`src/rtl/pll_reset_sequencer.sv`:
```
// PLL lock filter and ordered reset release: I/O domain first, then memory/SDRAM domain.
// Optional PLL_LOSS_COUNT_EN adds a saturating lock-loss event counter on loss_count.
`timescale 1ns/1ps
module pll_reset_sequencer #(
  parameter int LOCK_FILTER = 64,
  parameter int IO_HOLD     = 256,
  parameter int MEM_HOLD    = 10000,
  parameter int CNT_W       = 16
) (
  input  logic       clkSYSTEM,
  input  logic       resetn,
  input  logic       locked,
  input  logic       soft_reset,
  output logic       rst_io,
  output logic       rst_mem,
  output logic       ready,
  output logic [2:0] state_o,
  output logic [7:0] loss_count
);

  typedef enum logic [2:0] {
    WAIT_LOCK = 3'd0,
    FILTER    = 3'd1,
    HOLD_IO   = 3'd2,
    HOLD_MEM  = 3'd3,
    RUN       = 3'd4
  } state_t;

  localparam logic [CNT_W-1:0] CNT_ZERO  = {CNT_W{1'b0}};
  localparam logic [CNT_W-1:0] CNT_ONE   = {{(CNT_W-1){1'b0}}, 1'b1};
  localparam logic [CNT_W-1:0] LF_LOAD   = CNT_W'(LOCK_FILTER - 1);
  localparam logic [CNT_W-1:0] IO_LOAD   = CNT_W'(IO_HOLD - 1);
  localparam logic [CNT_W-1:0] MEM_LOAD  = CNT_W'(MEM_HOLD - 1);

  logic             sync1_r;
  logic             lk_s;
  state_t           state_r;
  state_t           state_nxt_s;
  logic [CNT_W-1:0] cnt_r;
  logic [CNT_W-1:0] cnt_nxt_s;

  // Reset levels {rst_io, rst_mem, ready} implied by a state.
  function automatic logic [2:0] decode_outputs(input state_t s);
    logic [2:0] o;
    case (s)
      HOLD_MEM: o = 3'b010;
      RUN:      o = 3'b001;
      default:  o = 3'b110;
    endcase
    return o;
  endfunction

  // Two-flop synchroniser for the asynchronous PLL lock.
  always_ff @(posedge clkSYSTEM or negedge resetn) begin
    if (!resetn) begin
      sync1_r <= 1'b0;
      lk_s    <= 1'b0;
    end else begin
      sync1_r <= locked;
      lk_s    <= sync1_r;
    end
  end

  // Next-state and counter reload; lock loss outranks soft_reset.
  always_comb begin
    state_nxt_s = state_r;
    cnt_nxt_s   = cnt_r;
    case (state_r)
      WAIT_LOCK: begin
        if (lk_s) begin
          state_nxt_s = FILTER;
          cnt_nxt_s   = LF_LOAD;
        end else begin
          cnt_nxt_s   = CNT_ZERO;
        end
      end
      FILTER: begin
        if (!lk_s) begin
          state_nxt_s = WAIT_LOCK;
          cnt_nxt_s   = CNT_ZERO;
        end else if (cnt_r == CNT_ZERO) begin
          state_nxt_s = HOLD_IO;
          cnt_nxt_s   = IO_LOAD;
        end else begin
          cnt_nxt_s   = cnt_r - CNT_ONE;
        end
      end
      HOLD_IO: begin
        if (!lk_s) begin
          state_nxt_s = WAIT_LOCK;
          cnt_nxt_s   = CNT_ZERO;
        end else if (soft_reset) begin
          state_nxt_s = HOLD_IO;
          cnt_nxt_s   = IO_LOAD;
        end else if (cnt_r == CNT_ZERO) begin
          state_nxt_s = HOLD_MEM;
          cnt_nxt_s   = MEM_LOAD;
        end else begin
          cnt_nxt_s   = cnt_r - CNT_ONE;
        end
      end
      HOLD_MEM: begin
        if (!lk_s) begin
          state_nxt_s = WAIT_LOCK;
          cnt_nxt_s   = CNT_ZERO;
        end else if (soft_reset) begin
          state_nxt_s = HOLD_IO;
          cnt_nxt_s   = IO_LOAD;
        end else if (cnt_r == CNT_ZERO) begin
          state_nxt_s = RUN;
          cnt_nxt_s   = CNT_ZERO;
        end else begin
          cnt_nxt_s   = cnt_r - CNT_ONE;
        end
      end
      RUN: begin
        if (!lk_s) begin
          state_nxt_s = WAIT_LOCK;
          cnt_nxt_s   = CNT_ZERO;
        end else if (soft_reset) begin
          state_nxt_s = HOLD_IO;
          cnt_nxt_s   = IO_LOAD;
        end else begin
          cnt_nxt_s   = CNT_ZERO;
        end
      end
      default: begin
        state_nxt_s = WAIT_LOCK;
        cnt_nxt_s   = CNT_ZERO;
      end
    endcase
  end

  // State, counter and outputs; outputs decode the next state so they move on the transition edge.
  always_ff @(posedge clkSYSTEM or negedge resetn) begin
    if (!resetn) begin
      state_r <= WAIT_LOCK;
      cnt_r   <= CNT_ZERO;
      rst_io  <= 1'b1;
      rst_mem <= 1'b1;
      ready   <= 1'b0;
    end else begin
      state_r <= state_nxt_s;
      cnt_r   <= cnt_nxt_s;
      {rst_io, rst_mem, ready} <= decode_outputs(state_nxt_s);
    end
  end

  assign state_o = state_r;

`ifdef PLL_LOSS_COUNT_EN
  logic       loss_evt_s;
  logic [7:0] loss_r;

  assign loss_evt_s = !lk_s && ((state_r == HOLD_IO) || (state_r == HOLD_MEM) || (state_r == RUN));

  // Saturating lock-loss counter; a drop during filtering is not a loss of an accepted lock.
  always_ff @(posedge clkSYSTEM or negedge resetn) begin
    if (!resetn) begin
      loss_r <= 8'd0;
    end else if (loss_evt_s && (loss_r != 8'd255)) begin
      loss_r <= loss_r + 8'd1;
    end else begin
      loss_r <= loss_r;
    end
  end

  assign loss_count = loss_r;
`else
  assign loss_count = 8'd0;
`endif

endmodule

```
`config.mk`:
```
export PLATFORM = sky130hd
export DESIGN_NAME = pll_reset_sequencer
export DESIGN_NICKNAME = d
export VERILOG_FILES = /design/src/rtl/pll_reset_sequencer.sv
export SDC_FILE = /design/constraint.sdc
export NUM_CORES = 1
export LEC_CHECK = 0
export BUFFER_PORTS_ARGS = -buffer_cell sky130_fd_sc_hd__buf_2
export CAP_MARGIN = 30
export CORE_ASPECT_RATIO = 0.7
export CORE_MARGIN = 5
export CORE_UTILIZATION = 46
export CTS_BUF_LIST = sky130_fd_sc_hd__clkbuf_8
export CTS_CLUSTER_DIAMETER = 30
export DETAILED_ROUTE_END_ITERATION = 10
export PLACE_DENSITY = 0.65
export SYNTH_ARGS = -nofsm -noshare
export SYNTH_HDL_FRONTEND = slang
export SYNTH_SLANG_ARGS = --single-unit
```
`constraint.sdc`:
```
create_clock -name clkSYSTEM -period 2.35 [get_ports clkSYSTEM]
set_input_delay 0.235 -clock clkSYSTEM [delete_from_list [all_inputs] [get_ports clkSYSTEM]]
set_output_delay 0.235 -clock clkSYSTEM [all_outputs]
set_load 0.1 [all_outputs]
```
==> results.toml <==
[status]
status = "finished, final reports clean"

[pwr]
cellPowerDensity_mw_per_mm2 = 845
power.leakage_nw = 0.640
ir_drop_uv = 344

[sta]
relSlewSlack_pct = 66.0
finalCriticalPeriod_ns = 1.92
rsz0062_at_grt = "no"
maxSlewViolCount = 0
tightest_slew_ns = 0.509
finalSetupViolCount = 0
setup_tns_ns = 0
hold_viol_final = 0
max_freq_mhz = 520
clock_skew_ns = 0.00624
finalCritPeriodShare_pct = 81.9

[clock_tree]
cts.path.max_buffers = 2
cts-root-buf = "clkbuf_8"
h-tree-depth = 1
cts_hold_buf = 1
insertion_delay_ns = 0.27
cts_resized = 0
cts_sinks = 24
cts_buffers = 3
cts_setup_buffers = 0
path_clk_slew_ns = 0.08
cts_tree = "yes"

[die]
die_h_um = 55.8
die_area_mm2 = 0.00421
die_x_um = 75.4
core_mm2 = 0.00284
initial_utilization_pct = 48.5
placementRows = 16
pin_count = 18

[critical_path]
path_delay_family = "simple AND/OR/NAND/NOR gates"
crit_chain = "inv_1 > ha_1 > nor4b_2 > nand4_4 > and3_4 > o31ai_4 > a21oi_1"
cpPeakStageDelay_ns = 0.42
crit_buf_inv = 1
cp.arrival_ns = 2.07
crit_type = "flop to flop"
crit_fanout = 10
r2r-start = "cnt_r[0]"
rr_worst_depth = 7
crit_path_start_kind = "flop"
rrSetupSlack_ns = 0.43
crit_required_ns = 2.50
critPathSlowestCell = "dfrtp_1"
cp-end-kind = "flop"
r2r_end = "cnt_r[1]"

[synthesis]
yosys.area.top_type = "dfrtp_1"
ys_top_cells_by_area = "dfrtp_1, xnor2_1, buf_4, dfstp_2, a21oi_1"
ys_ff_latch = 24
avgSynthCellArea_um2 = 9.58
syn_inst = 144
synthesis.area_mm2 = 0.00138
ys_warn_count = 0
synth.top_cell.area_share_pct = 39.9
ys_types = 39
yosysSeqAreaShare_pct = 43.7

[route]
drt-initial-drc-count = 70
drc_errors = 0
ant_nets = 0
first_pass_iters = 5
viasPerCell = 5.42
wl_um = 2670
wl_per_cell_um = 14.2
vias = 1019

[grt]
grt_pass1_vias = 978
antenna_found_initial = 0
grt_max_degree = 25
grt_remaining_overflow = 0
grt_pass1_wl_um = 4810
track_usage_pct = 15.2

[place]
io_buffers = 9
gp_congestion = 0.871
dp_hpwl_um = 2050
placed_cell_area_mm2 = 0.00141

[worst_hold_path]
hold_path.class = "input pin to flop"
min_path_cells = 1
min_to = "sync1_r"
holdCritStartpoint = "locked"

[layout]
antenna_cells = 0
postLayoutCellArea_mm2 = 0.00147
drive_above_1_share_pct = 14.5
final_nets = 159
syn2layout_area_growth_pct = 6.35

[flow_run]
drv_cap = 0
## worst max-delay path by stage
| stage | startpoint | to | depth (start not counted) |
|---|---|---|---|
| 6_report | cnt_r[0] | cnt_r[1] | 7 |
| 5_1_grt | cnt_r[0] | cnt_r[2] | 7 |
| 4_1_cts | cnt_r[0] | cnt_r[3] | 7 |
| 3_5_place_dp | cnt_r[0] | cnt_r[1] | 7 |
| 3_3_place_gp | cnt_r[0] | cnt_r[1] | 7 |
| 2_1_floorplan | state_o[1] | cnt_r[3] | 5 |
## where the power goes
part | switching, mW | internal (mW) | total [mW]
Combinational | 0.302 | 0.155 | 0.457
Sequential | 0.0763 | 0.462 | 0.538
Clock | 0.127 | 0.117 | 0.243
## cell usage in the layout (no fill, tap or decap)
| cell type | instances |
|---|---|
| and3_1 | 1 |
| nor3_2 | 1 |
| nand2_1 | 12 |
| nor4_4 | 1 |
| nand4_1 | 1 |
| and4_1 | 1 |
| nand3_1 | 8 |
| a22o_1 | 1 |
| nand4_4 | 1 |
| or3_1 | 1 |
| a31oi_1 | 5 |
| nor2_1 | 9 |
| dlygate4sd3_1 | 1 |
| o21ai_0 | 7 |
| a211oi_1 | 1 |
| xor2_1 | 3 |
| xnor2_1 | 9 |
| nor4_2 | 2 |
| nor4_1 | 1 |
| clkbuf_8 | 3 |
| conb_1 | 8 |
| nor3_1 | 9 |
| and3_4 | 1 |
| buf_2 | 9 |
| inv_1 | 7 |
| nand2b_1 | 1 |
| dfstp_2 | 2 |
| nor2b_1 | 3 |
| o31ai_1 | 1 |
| o32a_1 | 1 |
| nand3b_1 | 2 |
| o31ai_4 | 1 |
| a21oi_1 | 10 |
| o21a_1 | 1 |
| ha_1 | 2 |
| and2b_1 | 1 |
| dfrtp_1 | 22 |
| nor4b_2 | 1 |
| o211ai_1 | 1 |
## final cells by class
type / instances / area (µm²)
fill: 261 / 1380
inverter: 6 / 22.5
tap: 36 / 45.0
sequential: 24 / 603
clock buffer: 3 / 41.3
multi-input combinational: 108 / 696
clock inverter: 1 / 3.75
timing repair buffer: 10 / 55.1
## metal layers
metal / track usage, % / vias to the layer above / routed length [µm]
li1: - / 509 / -
met1: 23.3 / 472 / 1400
met2: 19.2 / 33 / 1040
met3: 4.51 / 5 / 181
met4: 6.48 / 0 / 47
met5: 0 / - / 0
## sequential cells by signal, indices dropped and copies added (netlist names)
signal and cells:
ready 1, state_o 3, sync1_r 1, lk_s 1, rst_mem 1, cnt_r 16
rst_io 1
## synthesized netlist by cell type
| cell type | n |
|---|---|
| xnor2_1 | 9 |
| o32a_1 | 1 |
| buf_2 | 1 |
| a22o_1 | 1 |
| nand2_1 | 12 |
| o31ai_1 | 1 |
| inv_1 | 6 |
| nor4_1 | 1 |
| o21ai_0 | 7 |
| o31ai_4 | 1 |
| a31oi_1 | 5 |
| nand2b_1 | 1 |
| clkbuf_1 | 3 |
| buf_4 | 9 |
| o21a_1 | 1 |
| nor4_2 | 2 |
| conb_1 | 1 |
| and3_1 | 1 |
| o211ai_1 | 1 |
| nand4_1 | 1 |
| xor2_1 | 3 |
| and4_1 | 1 |
| or3_1 | 1 |
| nand4_4 | 1 |
| a211oi_1 | 1 |
| nor2b_1 | 3 |
| nand3b_1 | 2 |
| dfrtp_1 | 22 |
| ha_1 | 2 |
| and3_4 | 1 |
| nor3_2 | 1 |
| nor3_1 | 9 |
| nor2_1 | 9 |
| nand3_1 | 8 |
| and2b_1 | 1 |
| a21oi_1 | 10 |
| nor4_4 | 1 |
| nor4b_2 | 1 |
| dfstp_2 | 2 |
## kinds of logic after synthesis
kind of cell | count (synthesis) | share of synthesized area [%]
simple gates | 57 | 25.3
flops | 24 | 43.7
buf+inv | 19 | 7.71
other cells | 1 | 0.272
compound gates | 29 | 13.5
xor+xnor | 12 | 7.62
fa+ha+maj | 2 | 1.81
## stage by stage
| step | std cells | total power [mW] | hold WS, ns | setup WS, ns | util [%] |
|---|---|---|---|---|---|
| floorplan | 151 | 0.927 | -0.0606 | 0.413 | - |
| global placement | 183 | 0.993 | 0.243 | 0.483 | 49.6 |
| detailed placement | 183 | 0.996 | 0.246 | 0.470 | 49.6 |
| CTS | 188 | 1.24 | 0.0567 | 0.446 | 51.6 |
| global route | 188 | 1.33 | 0.0617 | 0.293 | 51.6 |
| finish | 188 | 1.24 | 0.0651 | 0.426 | 51.6 |
Note: power is estimated with default switching activity, not from simulation.
